### config.mk
export PLATFORM = sky130hd
export DESIGN_NAME = tdc_readout
export DESIGN_NICKNAME = d
export VERILOG_FILES = /design/src/rtl/tdc_readout.sv
export SDC_FILE = /design/constraint.sdc
export NUM_CORES = 1
export LEC_CHECK = 0
export ABC_AREA = 0
export BUFFER_PORTS_ARGS = -buffer_cell sky130_fd_sc_hd__buf_2
export CAP_MARGIN = 20
export CORE_ASPECT_RATIO = 1.5
export CORE_MARGIN = 4
export CORE_UTILIZATION = 55
export DETAILED_ROUTE_END_ITERATION = 16
export PLACE_DENSITY_LB_ADDON = 0.3
export SLEW_MARGIN = 5
export SYNTH_ARGS = -nofsm -noshare
export SYNTH_HDL_FRONTEND = slang
export SYNTH_SLANG_ARGS = --single-unit
### constraint.sdc
create_clock -name clk -period 12.35 [get_ports clk]
set_clock_uncertainty 0.1 [all_clocks]
set_input_delay 0 -clock clk [delete_from_list [all_inputs] [get_ports clk]]
set_output_delay 0 -clock clk [all_outputs]
set_load 0.03 [all_outputs]
### src/rtl/tdc_readout.sv
// tdc_readout: buffers TDC result words in a small FIFO and serializes each
// one as a byte frame for a UART-style sink: 0xA5, then the zero-padded word
// MSB first. Optional macro TDC_READOUT_CHECKSUM_EN appends the XOR of the
// data bytes as a final frame byte.
module tdc_readout #(
  parameter int W     = 32,
  parameter int DEPTH = 8
) (
  input  logic         clk,
  input  logic         iRst,
  input  logic [W-1:0] iTDC,
  input  logic         iDone,
  input  logic         iReady,
  output logic [7:0]   oByte,
  output logic         oValid,
  output logic         oEmpty,
  output logic         oFull,
  output logic [7:0]   oDropped
);

  localparam int NB = (W + 7) / 8;
  localparam int SW = NB * 8;
  localparam int AW = $clog2(DEPTH);

`ifdef TDC_READOUT_CHECKSUM_EN
  typedef enum logic [1:0] {IDLE, SYNC, DATA, CSUM} state_t;
`else
  typedef enum logic [1:0] {IDLE, SYNC, DATA} state_t;
`endif

  state_t        state_q, state_d;
  logic [W-1:0]  mem_q [DEPTH];
  logic [AW-1:0] wptr_q, wptr_d, rptr_q, rptr_d;
  logic [AW:0]   count_q, count_d;
  logic          empty_q, empty_d, full_q, full_d;
  logic [7:0]    dropped_q, dropped_d;
  logic [SW-1:0] sr_q, sr_d;
  logic [3:0]    idx_q, idx_d;
  logic [7:0]    byte_q, byte_d;
  logic          valid_q, valid_d;
  logic          wr_en_s, pop_s, hs_s;
`ifdef TDC_READOUT_CHECKSUM_EN
  logic [7:0]    csum_q, csum_d;
`endif

  // FIFO bookkeeping: write/pop decisions, pointers, count, flags, drop counter
  always_comb begin
    wr_en_s = iDone && !full_q;
    pop_s   = (state_q == IDLE) && !empty_q;
    wptr_d  = wr_en_s ? wptr_q + {{(AW-1){1'b0}}, 1'b1} : wptr_q;
    rptr_d  = pop_s ? rptr_q + {{(AW-1){1'b0}}, 1'b1} : rptr_q;
    count_d = count_q + {{AW{1'b0}}, wr_en_s} - {{AW{1'b0}}, pop_s};
    empty_d = (count_d == {(AW+1){1'b0}});
    full_d  = (count_d == (AW+1)'(DEPTH));
    if (iDone && full_q && (dropped_q != 8'hFF)) begin
      dropped_d = dropped_q + 8'd1;
    end else begin
      dropped_d = dropped_q;
    end
  end

  // Frame sequencer: next state plus the next registered byte/valid values
  always_comb begin
    hs_s    = valid_q && iReady;
    state_d = state_q;
    sr_d    = sr_q;
    idx_d   = idx_q;
    byte_d  = byte_q;
    valid_d = valid_q;
`ifdef TDC_READOUT_CHECKSUM_EN
    csum_d  = csum_q;
`endif
    case (state_q)
      IDLE: begin
        valid_d = 1'b0;
        if (pop_s) begin
          sr_d         = '0;
          sr_d[W-1:0]  = mem_q[rptr_q];
          state_d      = SYNC;
          valid_d      = 1'b1;
          byte_d       = 8'hA5;
`ifdef TDC_READOUT_CHECKSUM_EN
          csum_d       = 8'h00;
`endif
        end
      end
      SYNC: begin
        if (hs_s) begin
          state_d = DATA;
          idx_d   = 4'd0;
          byte_d  = sr_q[SW-1 -: 8];
          sr_d    = sr_q << 8;
`ifdef TDC_READOUT_CHECKSUM_EN
          csum_d  = csum_q ^ sr_q[SW-1 -: 8];
`endif
        end
      end
      DATA: begin
        if (hs_s) begin
          if (idx_q == 4'(NB - 1)) begin
`ifdef TDC_READOUT_CHECKSUM_EN
            // csum_q already covers every data byte, including the one just sent
            state_d = CSUM;
            byte_d  = csum_q;
`else
            state_d = IDLE;
            valid_d = 1'b0;
`endif
          end else begin
            idx_d   = idx_q + 4'd1;
            byte_d  = sr_q[SW-1 -: 8];
            sr_d    = sr_q << 8;
`ifdef TDC_READOUT_CHECKSUM_EN
            csum_d  = csum_q ^ sr_q[SW-1 -: 8];
`endif
          end
        end
      end
`ifdef TDC_READOUT_CHECKSUM_EN
      CSUM: begin
        if (hs_s) begin
          state_d = IDLE;
          valid_d = 1'b0;
        end
      end
`endif
      default: begin
        state_d = IDLE;
        valid_d = 1'b0;
      end
    endcase
  end

  // FIFO storage; pointers reset, so stale contents are never observed
  always_ff @(posedge clk) begin
    if (wr_en_s && !iRst) begin
      mem_q[wptr_q] <= iTDC;
    end
  end

  // State and output registers with asynchronous reset
  always_ff @(posedge clk or posedge iRst) begin
    if (iRst) begin
      state_q   <= IDLE;
      wptr_q    <= '0;
      rptr_q    <= '0;
      count_q   <= '0;
      empty_q   <= 1'b1;
      full_q    <= 1'b0;
      dropped_q <= 8'h00;
      sr_q      <= '0;
      idx_q     <= 4'd0;
      byte_q    <= 8'h00;
      valid_q   <= 1'b0;
`ifdef TDC_READOUT_CHECKSUM_EN
      csum_q    <= 8'h00;
`endif
    end else begin
      state_q   <= state_d;
      wptr_q    <= wptr_d;
      rptr_q    <= rptr_d;
      count_q   <= count_d;
      empty_q   <= empty_d;
      full_q    <= full_d;
      dropped_q <= dropped_d;
      sr_q      <= sr_d;
      idx_q     <= idx_d;
      byte_q    <= byte_d;
      valid_q   <= valid_d;
`ifdef TDC_READOUT_CHECKSUM_EN
      csum_q    <= csum_d;
`endif
    end
  end

  assign oByte    = byte_q;
  assign oValid   = valid_q;
  assign oEmpty   = empty_q;
  assign oFull    = full_q;
  assign oDropped = dropped_q;

endmodule

==> results of run 1 <==
## logic make-up after synthesis
family,count (synthesis)
DFF,323
and+or+nand+nor,124
buffers and inverters,66
muxes,130
adders and majority gates,13
AOI/OAI and AO/OA,133
xor gates and xnor gates,12
## where the power goes
| group | switching (µW) | internal (µW) |
|---|---|---|
| logic | 730 | 472 |
| registers | 118 | 1340 |
| clock network | 381 | 536 |
| total | 1230 | 2350 |
## worst min path at each step
stage / start / end / slack [ns] / depth (start not counted)
6_report: iTDC[21] / mem_q[5][21]$_DFFE_PP_ / 0.16 / 2
5_1_grt: iTDC[12] / mem_q[3][12]$_DFFE_PP_ / 0.16 / 2
4_1_cts: iTDC[21] / mem_q[5][21]$_DFFE_PP_ / 0.15 / 2
3_5_place_dp: iTDC[25] / mem_q[2][25]$_DFFE_PP_ / 0.17 / 1
3_3_place_gp: iTDC[4] / mem_q[1][4]$_DFFE_PP_ / 0.15 / 1
2_1_floorplan: iTDC[0] / mem_q[0][0]$_DFFE_PP_ / -0.001 / 0
## per-stage QoR
| stage | setup slack (ns) | std cells | util [%] | hold WS [ns] |
|---|---|---|---|---|
| 6_report | 9.32 | 1230 | 64.4 | 0.164 |
| 5_1_grt | 9.12 | 1230 | 64.4 | 0.160 |
| 4_1_cts | 9.29 | 1229 | 64.3 | 0.147 |
| 3_5_place_dp | 9.31 | 1141 | 58.5 | 0.165 |
| 3_3_place_gp | 9.34 | 1140 | 58.5 | 0.154 |
| 2_1_floorplan | 7.33 | 801 | - | -0.00113 |
## sequential cells by signal, indices dropped and copies added (netlist names)
register and count:
mem_q 256, sr_q 32, oByte 8, oDropped 8, count_q 4, idx_q 4
rptr_q 3, wptr_q 3, state_q 2, oEmpty 1, oFull 1, oValid 1
## cell type report
type | count | area [µm²]
clock buffers | 33 | 741
clock inverters | 20 | 238
fillers | 1661 | 8240
inverters | 19 | 71.3
multi-input cells | 412 | 3300
flip-flops and latches | 323 | 9370
well taps | 315 | 394
repair buffers | 108 | 791
## synth_stat cells, drive strengths merged, types with 2 or more instances
cell type	n	area, µm²
buf	28	231
clkbuf	19	71.3
a21oi	56	280
a22o	5	43.8
o21ai	2	13.8
nand3	30	150
and3	2	12.5
a22oi	24	180
ha	12	150
nand4	2	12.5
a21o	2	15.0
mux2i	108	1080
a31oi	31	194
nand2	61	231
nor4	2	12.5
nor2	6	22.5
nor2b	6	37.5
mux2	6	67.6
mux4	16	360
nor3	4	20.0
xor2	3	26.3
edfxtp	256	7690
inv	19	71.3
nor4b	2	17.5
o2bb2ai	8	70.1
xnor2	9	78.8
and2	2	12.5
dfrtp	66	1650
## layer usage
metal	global-route usage, %	part of all wire (%)
met3	3.03	5.5
met2	35.7	52
met5	0	0
met4	6.06	2.5
met1	27.2	40
==> summary.txt, run 1 <==
Status
  – Status: completed

Critical path
  – Crit path to: oFull$_DFF_PP0_
  – Setup CP Type: reg -> reg
  – Worst path depth: 11
  – R2r endpoint: oFull$_DFF_PP0_
  – Cell family with most CP delay: adder cells
  – Slowest CP cell: fa_1
  – R2R depth: 11
  – Req. time, crit path: approximately 13 ns
  – Crit-path cells: inv_1 -> ha_2 -> nor2b_1 -> ha_1 -> inv_1 -> ha_1 -> inv_1 -> fa_1 -> inv_1 -> or3_1 -> nor2b_1
  – CP endpoint kind: flip-flop
  – Reg2Reg Setup Slack: between 9 and 10 ns
  – Cell mode on critical path: inv_1
  – Crit-path max FO: 5
  – Worst setup path startpoint: state_q[1]$_DFFE_PP0P_
  – CP Data Arrival Time: approximately 3.4 ns
  – Origin of the critical flop-to-flop path: state_q[1]$_DFFE_PP0P_
  – WP buf/inv: 4
  – Startpoint Class: flip-flop
  – Largest incremental delay on the critical path: approximately 0.5 ns

Floorplan
  – Initial Utilization: 56.0%
  – # IOs: between 50 and 60
  – DIE AREA: about 0.026 mm²
  – Rows: between 60 and 70
  – Area of the core: around 0.023 mm²
  – Die Span Y: 196 µm
  – Die width: about 130 µm

CTS
  – CTS sink count: between 300 and 400
  – Worst-Skew Late Latency: roughly 0.54 ns
  – Clk slew on worst S/H paths: approximately 0.070 ns
  – Post-CTS setup buffers: 0
  – Hold_buf cts: 35
  – H-tree levels: 1
  – Root buf cell: clkbuf_16
  – Post-cts resize count: 0
  – Total CTS buffers: 29
  – CTS tree: built
  – CTS Buffer Depth: 3

Timing
  – Relative slew margins: between 20% and 30%
  – Max Freq: between 300 and 400 MHz
  – Tmin final: 3.03 ns
  – Setup TNS: 0 ns
  – Worst-Margin Slew: about 1.1 ns
  – Final Max Slew Viols: 0
  – Unrepaired setup endpoints after global routing: no
  – Final hold vios: 0
  – Endpoints failing setup: 0
  – Final period util: around a quarter

Routing
  – Vias: 7202
  – ANT nets after route: 0
  – DRC: 0
  – Final WL: between 20000 and 30000 µm
  – Wire length per cell: around 22 µm
  – Initial DRC count: ~620
  – Vias per cell: approximately 6
  – TritonRoute pass-1 iters: 5

Logic synthesis
  – Ys async rst share: approximately a fifth
  – Number of enable flip-flop cells after synthesis: ~260
  – Synth unique cells: 49
  – Combinational family with the most area after synthesis: multiplexers
  – Syn Std Cell Area: 0.0130 mm²
  – Ys flop type: edfxtp_1
  – Synth Area in Adders: under 10%
  – Ys Warns: 0
  – Post-Synth XOR/XNOR Area: less than 1%
  – Post-Syn Nets: 850
  – Mux contribution to synthesized area: 11.6%
  – Synthesized area per cell: 16.2 µm²
  – Post-synthesis sequential area ratio: between 70% and 80%
  – Post-synthesis simple-gate area fraction: under 10%
  – Synthesized netlist cell count: approximately 800
  – Compound-Gate Fraction of Synth Area: 6.51%
  – Yosys reg bits: between 300 and 400

Placed design
  – Number of I/O port buffers: 54
  – Placement Cell Area: between 0.01 and 0.015 mm²
  – Routability Congestion: between 0.7 and 0.8
  – Dpl hpwl: approximately 15000 µm

Final layout
  – Share of layout cells above drive strength 1: approximately 17%
  – Most common cell after layout, fill and taps aside: edfxtp_1
  – Area grow syn2layout: 15.0%
  – # diodes: 0
  – Post-route cell area: approximately 0.015 mm²
  – Commonest non-fill, non-tap cells in the layout: 256 x edfxtp_1, 108 x mux2i_1, 65 x dfrtp_1
  – Final #Nets: around 940

Power
  – Leak Pwr: between 0.005 and 0.006 µW
  – P per Cell Area: 240 mW/mm²
  – Max IR drop VDD: roughly 0.13 mV
  – Tot Pwr: approximately 3600 µW

Hold path
  – Worst hold-check path type: in -> reg

Global routing
  – Initial antenna violation count: 0
  – Largest net degree at the start of global routing: between 60 and 70
  – Global-route wire length before repair: roughly 42000 µm
  – Vias in the first global route: 7446
  – Global route total overflow: 0
  – GRT Total Usage: approximately a fifth

Job
  – Max Cap Viol: 0
Note: power is estimated with default switching activity, not from simulation.
==> inputs of run 2 (changes only) <==
Clock period 12.35 ns to 3.1 ns, I/O delays scaled along.
==> run 2 against run 1 <==
Net effect: combinational power grew to 4.1 times the previous value; wire length is 2.6% lower; first-iteration DRC count is 24% lower; die area stayed put; final cell count is 0.49% higher; sequential share of layout area is 0.37 points lower; final area is 0.60% higher; setup slack worse by 8.9 ns; sequential power grew to 4.0 times the previous value; sequential cell count stayed put; register-to-register slack worse by 8.9 ns; critical path depth stayed put.
==> summary.txt, run 2 (same netlist as run 1, synthesis figures left out) <==
Floorplan
  – DIE AREA: roughly 0.026 mm²
  – # IOs: 55
  – Area of the core: about 0.023 mm²
  – Initial Utilization: 56.0%
  – Die width: 133 µm
  – Die Span Y: ~200 µm
  – Rows: just under 70

Global routing
  – Vias in the first global route: around 7.5k
  – Global-route wire length before repair: 41600 µm
  – Global route total overflow: 0
  – Largest net degree at the start of global routing: just under 70
  – Initial antenna violation count: 0
  – GRT Total Usage: between 20% and 30%

Critical path
  – CP endpoint kind: flip-flop
  – Origin of the critical flop-to-flop path: state_q[0]$_DFFE_PP0P_
  – CP Data Arrival Time: 3.01 ns
  – Startpoint Class: flip-flop
  – Slowest CP cell: fa_1
  – Worst setup path startpoint: state_q[0]$_DFFE_PP0P_
  – Cell mode on critical path: inv_1
  – R2r endpoint: oFull$_DFF_PP0_
  – Crit-path max FO: 4
  – Reg2Reg Setup Slack: approximately 0.45 ns
  – WP buf/inv: 4
  – R2R depth: 11
  – Setup CP Type: reg -> reg
  – Crit-path cells: inv_1 -> ha_2 -> nor2b_1 -> ha_1 -> inv_1 -> ha_1 -> inv_1 -> fa_1 -> inv_1 -> or3_1 -> nor2b_1
  – Largest incremental delay on the critical path: 0.47 ns
  – Req. time, crit path: around 3.5 ns
  – Cell family with most CP delay: adder cells

Timing
  – Max Freq: 378 MHz
  – Relative slew margins: a little over two fifths
  – Final Max Slew Viols: 0
  – Worst-Margin Slew: between 0.8 and 0.9 ns
  – Unrepaired setup endpoints after global routing: no
  – Setup TNS: 0 ns
  – Final period util: 85.4%
  – Tmin final: around 2.6 ns
  – Final hold vios: 0
  – Endpoints failing setup: 0

Final layout
  – Core Util, Final: 64.8%
  – Area grow syn2layout: 15.6%
  – # diodes: 0
  – Storage element area: around 0.0094 mm²
  – Share of layout cells above drive strength 1: between 10% and 20%
  – Largest register FFs: approximately 260
  – Multi-input gate area: approximately 0.0033 mm²
  – Most common cell after layout, fill and taps aside: edfxtp_1
  – Filler cell count: 1601
  – Commonest non-fill, non-tap cells in the layout: 256 x edfxtp_1, 108 x mux2i_1, 65 x dfrtp_1
  – Top flop regs: mem_q (256), sr_q (32)
  – Final #Nets: 948
  – Top reg by flops: mem_q

CTS
  – Post-CTS setup buffers: 0
  – CTS sink count: 323
  – CTS Buffer Depth: 3
  – H-tree levels: 1
  – Worst-Skew Late Latency: approximately 0.53 ns
  – CTS tree: built
  – Clk slew on worst S/H paths: 0.06 ns
  – Root buf cell: clkbuf_16
  – Total CTS buffers: 29

Routing
  – Met2 wire length: 13700 µm
  – DRC: 0
  – Top layer in use: met4
  – Vias per cell: approximately 5.8
  – ANT nets after route: 0
  – Final WL: about 26000 µm
  – Met3 routed WL: approximately 1400 µm
  – Wire length per cell: 21.2 µm
  – Initial DRC count: 472
  – Vias: 7214
  – TritonRoute pass-1 iters: 7
  – Metal-1 WL: 10200 µm

Power
  – P per Cell Area: ~950 mW/mm²
  – Combinational power share: between 30 and 40%
  – Sw frac: about a third
  – Max IR drop VDD: approximately 0.52 mV
  – Cell internal pwr: about 9400 µW
  – Clock Power Share: 25.1%
  – Tot Pwr: about 14000 µW
  – Leak Pwr: around 0.0056 µW
  – Sequential share of power: 40.9%
  – Switching power: between 4000 and 5000 µW

Hold path
  – Hold path start: iTDC[11]
  – Hold Path Stages: 2
  – Worst hold-check path type: in -> reg
  – Hold EP: mem_q[1][11]$_DFFE_PP_

Placed design
  – Dpl hpwl: 15000 µm
  – Routability Congestion: around 0.74
  – Number of I/O port buffers: 54

Status
  – Status: completed

Job
  – Max Cap Viol: 0
run 2: cell types whose count changed in the layout (fill, tap and decap cells not counted), moves of 3 or more:
cell	before	now
clkbuf_1	4	9
buf_4	17	22
buf_12	0	3
clkinv_1	3	0
run 2: stage by stage:
step           instances  hold slack, ns  setup slack, ns  cell area, µm²
6_report            1236           0.161            0.452           15000
3_5_place_dp        1148           0.167            0.439           13700
5_1_grt             1236           0.167            0.273           15000
4_1_cts             1236           0.150            0.427           15000
3_3_place_gp        1148           0.152            0.502           13700
2_1_floorplan        801        -0.00113            0.130           13000
run 2: timing repair:
item                                   4_1_cts  5_1_grt
endpoints found under the hold margin      338        0
resized for setup                            0        0
hold buffers                                35        0
run 2: power by group through the flow:
stage / combinational (µW) / clock [µW] / sequential, µW
after global placement: 4640 / 0 / 5880
after CTS: 4900 / 3660 / 5850
after detailed placement: 4830 / 0 / 5940
final: 4870 / 3600 / 5850
after floorplan: 3660 / 0 / 5800
after global routing: 5320 / 3850 / 5930
run 2: worst max-delay path by stage:
| stage | slack, ns | end | cells past startpoint |
|---|---|---|---|
| 2_1_floorplan | 0.13 | mem_q[5][0]$_DFFE_PP_ | 3 |
| 3_3_place_gp | 0.50 | oFull$_DFF_PP0_ | 11 |
| 3_5_place_dp | 0.44 | oFull$_DFF_PP0_ | 11 |
| 4_1_cts | 0.43 | oFull$_DFF_PP0_ | 11 |
| 5_1_grt | 0.27 | oFull$_DFF_PP0_ | 11 |
| 6_report | 0.45 | oFull$_DFF_PP0_ | 11 |
run 2: final cells by class:
cell class                 instances  area share [%]
clock buffer                      40            5.25
clock inverter                    13            1.21
inverter                          19           0.501
multi-input combinational        412            22.3
sequential                       323            62.5
tap                              315            2.63
timing repair buffer             114            5.64
run 2: layer usage:
layer	vias to the layer above	GRT usage, %
li1	3273	-
met1	3632	26.0
met2	252	36.1
met3	57	2.51
met4	0	6.44
met5	-	0
==> inputs of run 3 (changes only) <==
Settings changed: RECOVER_POWER set to 25.
Clock period 3.1 ns to 2.55 ns, I/O delays scaled along.
==> run 3 against run 2 <==
Net effect: combinational power grew 31%; first-iteration DRC count shrank 1.7%; total power grew 25%; worst hold slack gained 0.035 ns; final cell count grew 1.1%; core utilization grew 1.1 points; wire length grew 2.8%; highest routed layer unchanged; clock power grew 26%.
==> summary.txt, run 3 (same netlist as run 1, synthesis figures left out) <==
Timing
  – Final period util: roughly 95%
  – Worst-Margin Slew: around 0.83 ns
  – Relative slew margins: between 40 and 50%
  – Tmin final: around 2.4 ns
  – Unrepaired setup endpoints after global routing: no
  – Final Max Slew Viols: 0
  – WHS: approximately 0.20 ns
  – Setup ws final: approximately 0.12 ns
  – Max Freq: between 400 and 500 MHz
  – Endpoints failing setup: 0
  – Final hold vios: 0

Critical path
  – WP buf/inv: 4
  – Cell mode on critical path: inv_2
  – Reg2Reg Setup Slack: between 0.1 and 0.15 ns
  – CP Data Arrival Time: ~2.8 ns
  – Req. time, crit path: 2.92 ns
  – R2R depth: 11
  – Setup CP Type: reg -> reg
  – Origin of the critical flop-to-flop path: state_q[1]$_DFFE_PP0P_
  – Startpoint Class: flip-flop
  – Cell family with most CP delay: adder cells
  – CP endpoint kind: flip-flop
  – Largest incremental delay on the critical path: around 0.51 ns
  – Crit-path max FO: 2
  – R2r endpoint: oFull$_DFF_PP0_
  – Slowest CP cell: fa_1
  – Crit-path cells: inv_2 -> ha_4 -> nor2b_4 -> ha_4 -> inv_2 -> ha_4 -> inv_2 -> fa_1 -> inv_2 -> or3_4 -> nor2b_1

Final layout
  – Largest register FFs: about 260
  – Most common cell after layout, fill and taps aside: edfxtp_1
  – Commonest non-fill, non-tap cells in the layout: 256 x edfxtp_1, 108 x mux2i_1, 64 x dfrtp_1
  – Top flop regs: mem_q (256), sr_q (32)
  – Final #Nets: a little under 1k
  – Core Util, Final: roughly 66%
  – Share of layout cells above drive strength 1: 17.5%
  – # diodes: 0
  – Area grow syn2layout: 17.6%
  – Top reg by flops: mem_q
  – Filler cell count: ~1.6k

Floorplan
  – # IOs: 55
  – Die Span Y: between 150 and 200 µm
  – Area of the core: 0.0231 mm²
  – Die width: between 100 and 150 µm
  – Initial Utilization: 56.0%
  – Rows: just under 70
  – DIE AREA: 0.0261 mm²

CTS
  – Total CTS buffers: 29
  – Worst-Skew Late Latency: around 0.54 ns
  – Clk slew on worst S/H paths: 0.07 ns
  – CTS tree: built
  – Root buf cell: clkbuf_16
  – CTS sink count: around 320
  – H-tree levels: 1
  – CTS Buffer Depth: 3

Routing
  – Wire length per cell: 21.5 µm
  – DRC: 0
  – TritonRoute pass-1 iters: 6
  – Vias: approximately 7.2k
  – Initial DRC count: 464
  – Final WL: about 27000 µm
  – Vias per cell: 5.78
  – ANT nets after route: 0

Global routing
  – Initial antenna violation count: 0
  – Global route total overflow: 0
  – Largest net degree at the start of global routing: 68
  – GRT Total Usage: roughly a fifth
  – Vias in the first global route: about 7.6k
  – Global-route wire length before repair: 42500 µm

Placed design
  – Routability Congestion: a little under 0.8
  – Number of I/O port buffers: between 50 and 60
  – Place WS: -0.109 ns
  – Dpl hpwl: approximately 16000 µm

Hold path
  – Hold EP: mem_q[5][14]$_DFFE_PP_
  – Hold Path Stages: 2
  – Hold path start: iTDC[14]
  – Worst hold-check path type: in -> reg

Power
  – Leak Pwr: roughly 0.0056 µW
  – P per Cell Area: 1180 mW/mm²
  – Max IR drop VDD: roughly 0.83 mV

Status
  – Status: completed

Job
  – Max Cap Viol: 0
[run 3: area by class of cell]
type                       count  area (µm²)  area share [%]
clock buffer                  31         733            4.81
tap                          315         394            2.59
inverter                      19        75.1           0.493
multi-input combinational    412        3390            22.3
timing repair buffer         128        1010            6.62
sequential                   323        9370            61.5
clock inverter                22         265            1.74
[run 3: power by group]
| part | switching [µW] | total (µW) | internal, µW |
|---|---|---|---|
| Clock | 1840 | 4530 | 2690 |
| Combinational | 3760 | 6390 | 2640 |
| Sequential | 512 | 7020 | 6510 |
| Total | 6110 | 17900 | 11800 |
[run 3: per-layer routing]
metal  part of all wire [%]  track usage [%]  vias to the layer above
met1                     39             26.4                     3593
met2                     52             37.1                      255
met4                    3.5             8.12                        0
met3                    5.3             2.90                       71
li1                       -                -                     3303
met5                      0                0                        -
[run 3: through the flow]
| step | setup TNS [ns] | total power (µW) | std cells | cell area [µm²] |
|---|---|---|---|---|
| after floorplan | -2.20 | 11500 | 801 | 13100 |
| after global placement | 0 | 13000 | 1157 | 13800 |
| after detailed placement | -0.179 | 13300 | 1157 | 13800 |
| after CTS | 0 | 18000 | 1250 | 15200 |
| after global routing | 0 | 18900 | 1250 | 15200 |
| final | 0 | 17900 | 1250 | 15200 |
[run 3: how the worst max path moves through the flow]
stage                           start                     to  slack (ns)  cells past startpoint
4_1_cts        state_q[1]$_DFFE_PP0P_        oFull$_DFF_PP0_       0.008                     11
3_5_place_dp   state_q[0]$_DFFE_PP0P_        oFull$_DFF_PP0_       -0.11                     11
3_3_place_gp   state_q[1]$_DFFE_PP0P_        oFull$_DFF_PP0_        0.04                     11
6_report       state_q[1]$_DFFE_PP0P_        oFull$_DFF_PP0_        0.12                     11
2_1_floorplan         oFull$_DFF_PP0_  mem_q[2][0]$_DFFE_PP_       -0.07                      3
5_1_grt        state_q[1]$_DFFE_PP0P_        oFull$_DFF_PP0_        0.03                     11
[run 3: what timing repair did]
action	in CTS	in global routing
hold endpoints to repair	338	0
gates resized for setup	7	3
buffers inserted	5	0
hold buffers	35	0
pin swaps	1	1
endpoints found under the setup margin	2	2
